File: config.mk
export PLATFORM = sky130hd
export DESIGN_NAME = captura_datos_param
export DESIGN_NICKNAME = d
export VERILOG_FILES = /design/src/rtl/captura_pkg.sv /design/src/rtl/captura_pix_pack.sv /design/src/rtl/captura_datos_param.sv
export SDC_FILE = /design/constraint.sdc
export NUM_CORES = 1
export LEC_CHECK = 0
export BUFFER_PORTS_ARGS = -buffer_cell sky130_fd_sc_hd__buf_2
export CAP_MARGIN = 25
export CORE_ASPECT_RATIO = 1.1
export CORE_MARGIN = 10
export CORE_UTILIZATION = 55
export DETAILED_ROUTE_END_ITERATION = 12
export PLACE_DENSITY = 0.75
export REMOVE_ABC_BUFFERS = 1
export SYNTH_ARGS = -nofsm -noshare
export SYNTH_HDL_FRONTEND = slang
export SYNTH_SLANG_ARGS = --single-unit
File: constraint.sdc
create_clock -name PCLK -period 5.05 [get_ports PCLK]
set_input_delay 0.2525 -clock PCLK [delete_from_list [all_inputs] [get_ports PCLK]]
set_output_delay 0.2525 -clock PCLK [all_outputs]
set_load 0.005 [all_outputs]
File: src/rtl/captura_pkg.sv
// Shared definitions for the camera capture block: output format codes,
// RGB565 field positions and the two pixel down-conversion functions.
package captura_pkg;

    // Output formats selectable with the MODE parameter
    localparam int MODE_RGB332 = 0;
    localparam int MODE_RGB444 = 1;

    // MSB position of each colour field inside an assembled RGB565 word
    localparam int R_MSB = 15;
    localparam int G_MSB = 10;
    localparam int B_MSB = 4;

    // Width of the sensor column / line counters (covers sensors up to 65535 wide)
    localparam int CNT_W = 16;

    // Capture is idle after reset until the sensor shows the start of a frame
    typedef enum logic [0:0] {
        ST_WAIT_VSYNC = 1'b0,
        ST_CAPTURE    = 1'b1
    } cap_state_e;

    // Stored pixel width for a given format
    function automatic int pix_width(input int mode);
        return (mode == MODE_RGB444) ? 12 : 8;
    endfunction

    // Keep the top 3/3/2 bits of R/G/B
    function automatic logic [7:0] to_rgb332(input logic [15:0] p);
        return {p[R_MSB -: 3], p[G_MSB -: 3], p[B_MSB -: 2]};
    endfunction

    // Keep the top 4/4/4 bits of R/G/B
    function automatic logic [11:0] to_rgb444(input logic [15:0] p);
        return {p[R_MSB -: 4], p[G_MSB -: 4], p[B_MSB -: 4]};
    endfunction

endpackage

File: src/rtl/captura_pix_pack.sv
// Pairs the two camera bytes of an RGB565 pixel and converts the completed
// pixel to the stored format. The completion strobe and converted data are
// combinational so the top level can register them together with the address.
module captura_pix_pack
    import captura_pkg::*;
#(
    parameter int MODE = MODE_RGB332,
    parameter int DW   = pix_width(MODE)
) (
    input  logic          clk,
    input  logic          srst,
    input  logic          byte_en,   // active byte on this edge
    input  logic          line_clr,  // HREF low or frame blanking: restart pairing
    input  logic [7:0]    d,
    output logic          pix_done,  // second byte of a pixel is on d now
    output logic [DW-1:0] pix_data
);

    logic       phase_q, phase_d;
    logic [7:0] hi_q, hi_d;
    logic [15:0] rgb565;

    // Byte phase toggles per active byte; a dropped line abandons any half pixel
    always_comb begin
        phase_d = phase_q;
        hi_d    = hi_q;
        if (line_clr) begin
            phase_d = 1'b0;
        end else if (byte_en) begin
            phase_d = ~phase_q;
            if (!phase_q) begin
                hi_d = d;
            end
        end
    end

    // Phase and first-byte holding register
    always_ff @(posedge clk) begin
        if (srst) begin
            phase_q <= 1'b0;
            hi_q    <= 8'd0;
        end else begin
            phase_q <= phase_d;
            hi_q    <= hi_d;
        end
    end

    // Pixel completion and format conversion
    always_comb begin
        rgb565   = {hi_q, d};
        pix_done = byte_en && phase_q;
        if (MODE == MODE_RGB444) begin
            pix_data = DW'(to_rgb444(rgb565));
        end else begin
            pix_data = DW'(to_rgb332(rgb565));
        end
    end

endmodule

File: src/rtl/captura_datos_param.sv
// Camera-to-frame-buffer capture: decimates the sensor image, converts each
// kept pixel and issues one RAM write per stored pixel with a running address.
module captura_datos_param
    import captura_pkg::*;
#(
    parameter int  AW    = 15,
    parameter int  MODE  = MODE_RGB332,
    parameter int  H_PIX = 160,
    parameter int  V_PIX = 120,
    parameter int  DECIM = 2,
    localparam int DW    = pix_width(MODE)
) (
    input  logic          PCLK,
    input  logic          RST,
    input  logic          VSYNC,
    input  logic          HREF,
    input  logic [7:0]    D,
    output logic [DW-1:0] DP_RAM_data_in,
    output logic [AW-1:0] DP_RAM_addr_in,
    output logic          DP_RAM_regW,
    output logic          FRAME_DONE,
    output logic          OVF
);

    localparam logic [CNT_W-1:0] DMASK    = CNT_W'((1 << DECIM) - 1);
    localparam logic [CNT_W-1:0] H_LIM    = CNT_W'(H_PIX);
    localparam logic [CNT_W-1:0] V_LIM    = CNT_W'(V_PIX);
    localparam logic [AW-1:0]    ADDR_MAX = '1;

    cap_state_e state_q, state_d;
    logic       cap_en;

    logic             vsync_q, href_q;
    logic [CNT_W-1:0] x_q, x_d;
    logic [CNT_W-1:0] y_q, y_d;
    logic [AW-1:0]    addr_q, addr_d;
    logic             full_q, full_d;
    logic             ovf_q, ovf_d;
    logic             written_q, written_d;
    logic             regw_q, regw_d;
    logic [DW-1:0]    data_q, data_d;
    logic [AW-1:0]    aout_q, aout_d;
    logic             fd_q, fd_d;

    logic          vsync_rise, vsync_fall;
    logic          byte_en, line_clr;
    logic          pix_done;
    logic [DW-1:0] pix_data;
    logic          qualify, issue, drop;

    assign vsync_rise = VSYNC && !vsync_q;
    assign vsync_fall = !VSYNC && vsync_q;
    assign byte_en    = cap_en && HREF && !VSYNC;
    assign line_clr   = !HREF || VSYNC;

    captura_pix_pack #(
        .MODE (MODE),
        .DW   (DW)
    ) u_pix_pack (
        .clk      (PCLK),
        .srst     (RST),
        .byte_en  (byte_en),
        .line_clr (line_clr),
        .d        (D),
        .pix_done (pix_done),
        .pix_data (pix_data)
    );

    // Capture state register
    always_ff @(posedge PCLK) begin
        if (RST) begin
            state_q <= ST_WAIT_VSYNC;
        end else begin
            state_q <= state_d;
        end
    end

    // Arm only at a clean frame start so a partial frame after reset is ignored
    always_comb begin
        state_d = state_q;
        if (state_q == ST_WAIT_VSYNC && vsync_fall) begin
            state_d = ST_CAPTURE;
        end
    end

    // Capture enable decoded from the state
    always_comb begin
        cap_en = (state_q == ST_CAPTURE);
    end

    // Counters, write decision, address and flag next-state
    always_comb begin
        x_d = x_q;
        if (line_clr) begin
            x_d = '0;
        end else if (pix_done) begin
            x_d = x_q + 1'b1;
        end

        y_d = y_q;
        if (VSYNC) begin
            y_d = '0;
        end else if (href_q && !HREF) begin
            y_d = y_q + 1'b1;
        end

        qualify = pix_done
               && ((x_q & DMASK) == '0) && ((y_q & DMASK) == '0)
               && ((x_q >> DECIM) < H_LIM) && ((y_q >> DECIM) < V_LIM);
        // full_q means the last address has already been written
        issue = qualify && !full_q;
        drop  = qualify && full_q;

        addr_d = addr_q;
        full_d = full_q;
        ovf_d  = ovf_q;
        aout_d = aout_q;
        if (VSYNC) begin
            addr_d = '0;
            full_d = 1'b0;
            ovf_d  = 1'b0;
            aout_d = '0;
        end else begin
            if (issue) begin
                aout_d = addr_q;
                if (addr_q == ADDR_MAX) begin
                    full_d = 1'b1;
                end else begin
                    addr_d = addr_q + 1'b1;
                end
            end
            if (drop) begin
                ovf_d = 1'b1;
            end
        end

        written_d = written_q;
        if (vsync_rise) begin
            written_d = 1'b0;
        end else if (issue) begin
            written_d = 1'b1;
        end

        fd_d   = vsync_rise && written_q;
        regw_d = issue;
        data_d = issue ? pix_data : data_q;
    end

    // Datapath and flag registers; RAM outputs are registered together
    always_ff @(posedge PCLK) begin
        if (RST) begin
            vsync_q   <= 1'b0;
            href_q    <= 1'b0;
            x_q       <= '0;
            y_q       <= '0;
            addr_q    <= '0;
            full_q    <= 1'b0;
            ovf_q     <= 1'b0;
            written_q <= 1'b0;
            regw_q    <= 1'b0;
            data_q    <= '0;
            aout_q    <= '0;
            fd_q      <= 1'b0;
        end else begin
            vsync_q   <= VSYNC;
            href_q    <= HREF;
            x_q       <= x_d;
            y_q       <= y_d;
            addr_q    <= addr_d;
            full_q    <= full_d;
            ovf_q     <= ovf_d;
            written_q <= written_d;
            regw_q    <= regw_d;
            data_q    <= data_d;
            aout_q    <= aout_d;
            fd_q      <= fd_d;
        end
    end

    assign DP_RAM_data_in = data_q;
    assign DP_RAM_addr_in = aout_q;
    assign DP_RAM_regW    = regw_q;
    assign FRAME_DONE     = fd_q;
    assign OVF            = ovf_q;

endmodule
### Word level (Yosys, flattened, before mapping)

Index checks and enable logic that the tools add are counted.

| word-level totals | value |
|---|---|
| logic and storage cells | 52 |
| output and inout bits | 26 |
| register bits | 87 |
| input port bits | 12 |

| cells by class | value |
|---|---|
| $lt $le $gt $ge | 2 |
| bitwise operators | 4 |
| reduce and logical (&&, ||, !) cells | 27 |
| equal/unequal tests | 1 |
| add/sub/neg operators | 3 |

Operators with widths:

| kind | number |
|---|---|
| 16-bit by 1-bit adder with 16-bit output, second input constant | 2 |
| 16-bit zero test | 2 |
| 15-bit by 1-bit adder with 15-bit output, second input constant | 1 |
| 15-bit equality test, second input constant | 1 |
| 1-bit logical AND | 14 |
| 14-bit by 7-bit < comparator with 1-bit output, second input constant | 1 |
| 14-bit by 8-bit < comparator with 1-bit output, second input constant | 1 |
| 2-bit OR reduction | 3 |
| 1-bit zero test | 4 |
| 1-bit inverter | 4 |
| 2-bit AND reduction | 2 |
| 3-bit AND reduction | 1 |
| 1-bit logical OR | 1 |

### Longest topological paths before layout

| logic depth | value |
|---|---|
| depth in word-level cells | 9 |
| depth in mapped cells | 8 |
| depth with buffers taken out | 7 |

### Modules after synthesis

A second synthesis with hierarchy kept.

| unflattened totals | value |
|---|---|
| cell total of the unflattened synthesis | 415 |
| area, all modules | 3579.7 um2 |

By module, submodules not included:

| module | area each (um2) | cells each | instances | seq. area each (um2) |
|---|---|---|---|---|
| captura_datos_param | 3245.6 | 383 | 1 | 1561.5 |
| captura_pix_pack | 334.1 | 32 | 1 | 140.1 |

### Worst setup path after synthesis

Ideal clock, no wire load.

| path | value |
|---|---|
| kind | reg-to-reg |
| from | reg x_q[0] |
| to | reg addr_q[8] |
| arrival time | 1842 ps |
| stages on the path, launching flop included | 9 |
| path slack | 3073 ps |
| clock period less this slack | 1977 ps |
| buffers on the path | 1 |
| required time | 4915 ps |
| setup time | 135 ps |
| cell sequence | dfxtp_1 -> inv_1 -> ha_1 -> nor3b_1 -> nand4_2 -> or3_1 -> clkbuf_2 -> o311ai_0 -> o41ai_1 |

| between the ends | value |
|---|---|
| longest elaborated chain between the ends | 7 |

RTL lines:

| what | RTL line | source |
|---|---|---|
| start: declaration | captura_datos_param.sv:34 | `logic [CNT_W-1:0] x_q, x_d;` |
| start signal: assignment | captura_datos_param.sv:154 | `x_q <= '0;` |
| start signal: assignment | captura_datos_param.sv:167 | `x_q <= x_d;` |
| 16-bit zero test | captura_datos_param.sv:108 | `&& ((x_q & DMASK) == '0) && ((y_q & DMASK) == '0)` |
| 1-bit logical AND (2 in series) | captura_datos_param.sv:108 |  |
| 1-bit logical AND (2 in series) | captura_datos_param.sv:109 | `&& ((x_q >> DECIM) < H_LIM) && ((y_q >> DECIM) < V_LIM);` |
| 1-bit logical AND | captura_datos_param.sv:111 | `issue = qualify && !full_q;` |
| 2-bit AND reduction (no source line) | -- |  |
| end signal: assignment | captura_datos_param.sv:169 | `addr_q <= addr_d;` |
| end: declaration | captura_datos_param.sv:36 | `logic [AW-1:0] addr_q, addr_d;` |

No other way between the ends.
A chain may end at the register's enable or synchronous reset.

### Worst setup path in the final report

| path | value |
|---|---|
| from | reg x_q[0] |
| to | reg addr_q[13] |

The elaborated chain is that of the path after synthesis.

==> metrics.txt <==
run status complete, no violations; die area 10200 µm²; post-route setup TNS 0 ns; final hold violation count 0; post-synth top area cell dfxtp_1; cell area after layout 4040 µm²; Core Area 6270 µm²; CTS H-tree lvls 3; count of pins over their slew limit 0; vias in the first global route 2791; Unique masters post-synth 41; Iteration-0 DRC Markers 151; Primary FF master, synth dfxtp_1; Slew HR 44.3%; CP Capture Type flop; DR WL/cell 14.0 µm; PwrDens 291 nW/µm²; Syn Inst Count 422; PostCTS Resize Cnt 0; skew final 0.00595 ns; VDD IR-drop max 0.184 mV; # setup viols final 0; Syn-to-layout area delta 12.2%; CTS max path bufs 2; mapped cell area 3600 µm²; Ports 38; worst path arrival time 2.86 ns; critical path class flop to flop; clock-pin slew on the worst setup and hold paths 0.08 ns; max-cap check violation count 0; DP HPWL 5.18 mm; first-pass GRT wire length 12.6 mm; most frequent cells in the layout 85 x dfxtp_1, 67 x nand2_1, 57 x nor2_1; total global routing overflow 0; worst hold slack 0.130 ns; Min-Delay Path Class primary input to flop; unrepaired setup endpoints after global routing false; post-CTS setup buffers 0; commonest non-fill, non-tap cell in the layout dfxtp_1; area occupied by multi-input gates 1770 µm²; diodes inserted 0; DRC viols 0; Final Critical Period 2.58 ns; CP Max Fanout 22; top cell type's share of synthesized area 47.3%; largest net degree at the start of global routing 46; CTS Root Cell clkbuf_8; Nets 474; number of synthesized flops with an enable pin 0; die height 105 µm; Layout fillers 539; initial antenna violation count 0; Antenna Nets Post-Route 0; Mapped Avg Cell Area 8.53 µm²; Reg area 1700 µm²; I/O Buffers 37; Leak 0.00140 µW; Yosys warnings 0; CP startpoint kind flop; asr flop ratio synth 0%; Die X 97.1 µm; Post-CTS Hold Buffers 0; Worst-Skew Late Latency 0.35 ns; dpl cell area 3840 µm²; CTS Buf Count 9; gp weighted congestion 0.794; period utilization 51.1%; Worst EP required 5.33 ns; Cell Rows 30; vias per cell 5.49; clock sink count 85; Final Total Pwr 1180 µW; sequential share of the synthesized area 47.3%; Detailed Route WL 7.56 mm; FMAX 388 MHz; FF+latch count, synth 85; All-Layer GR Usage 14.4%; vias 2974; Worst-Margin Slew 0.835 ns; DRT Pass-1 Iters 4; CTS tree done; ranking of synthesized cells by area dfxtp_1 47%, nand2_1 7.0%, nor2_1 5.9%; Starting Density 57.4%; layout cell share with drive strength beyond 1 14.3%
-- final cells by class --
cell class	instances	share of cell area [%]
clock buffers	9	3.07
clock inverters	7	1.83
inverters	15	1.39
multi-input cells	306	43.9
flip-flops and latches	85	42.1
well taps	80	2.48
repair buffers	40	5.14
-- worst max-delay path, cell delays in order, from the launching register on --
cell and delay, ns:
dfxtp_1 0.35, inv_1 0.07, ha_1 0.16, nor3b_1 0.26, nand4_2 0.27, or3_1 0.77
nor4_1 0.41, mux2i_1 0.21
-- metal layers --
metal	track usage (%)	up-vias	share of wire [%]
met4	5.70	0	0.98
li1	-	1524	-
met2	23.5	66	47
met3	4.74	9	5.2
met1	17.1	1375	47
met5	0	-	0
-- path summary, 6_finish.rpt --
path	cells after the start	end	startpoint	slack (ns)
setup / recovery	7	addr_q[13]$_SDFFE_PP0P_	x_q[0]$_SDFFE_PP0N_	2.47
hold / removal	3	u_pix_pack.hi_q[2]$_SDFFE_PP0P_	D[2]	0.13
setup reg to reg	7	addr_q[13]$_SDFFE_PP0P_	x_q[0]$_SDFFE_PP0N_	2.47
hold reg to reg	2	DP_RAM_addr_in[10]$_SDFFE_PP0P_	DP_RAM_addr_in[10]$_SDFFE_PP0P_	0.45
-- synth_stat cells (3+ instances only) --
cell type	n
dfxtp_1	85
nand2_1	67
nor2_1	57
a21oi_1	37
xnor2_1	22
nand4_1	16
inv_1	15
or3_1	14
clkbuf_1	12
mux2i_1	11
nor3_1	11
nand3_1	8
o21ai_0	8
nor4_1	7
xor2_1	7
ha_1	5
and3_1	4
and4_1	3
nor4_2	3
-- where the power goes --
group | switching [µW] | total, µW | internal, µW
clock | 247 | 478 | 231
sequential | 1.41 | 673 | 672
combinational | 17.4 | 25.6 | 8.24
-- through the flow --
step	utilization, %	setup slack, ns	instances
final	64.4	2.47	542
after global routing	64.4	2.31	542
after CTS	64.4	2.48	542
after detailed placement	61.3	2.52	526
after global placement	61.3	2.60	526
after floorplan	-	2.87	406
-- state kept, by name, summed over array words and instances, names as in the netlist, 6 cells and up --
signal           count
x_q                 16
y_q                 16
DP_RAM_addr_in      15
addr_q              15
DP_RAM_data_in       8
u_pix_pack.hi_q      6
-- kinds of logic after synthesis --
group	count (synthesis)	synth area share, %
and+or+nand+nor	207	29.1
DFF	85	47.3
AOI/OAI and AO/OA	54	8.38
buffers and inverters	31	3.44
xor gates and xnor gates	29	7.06
muxes	11	3.06
adders and majority gates	5	1.74
Power figures use the tool's default switching activity.
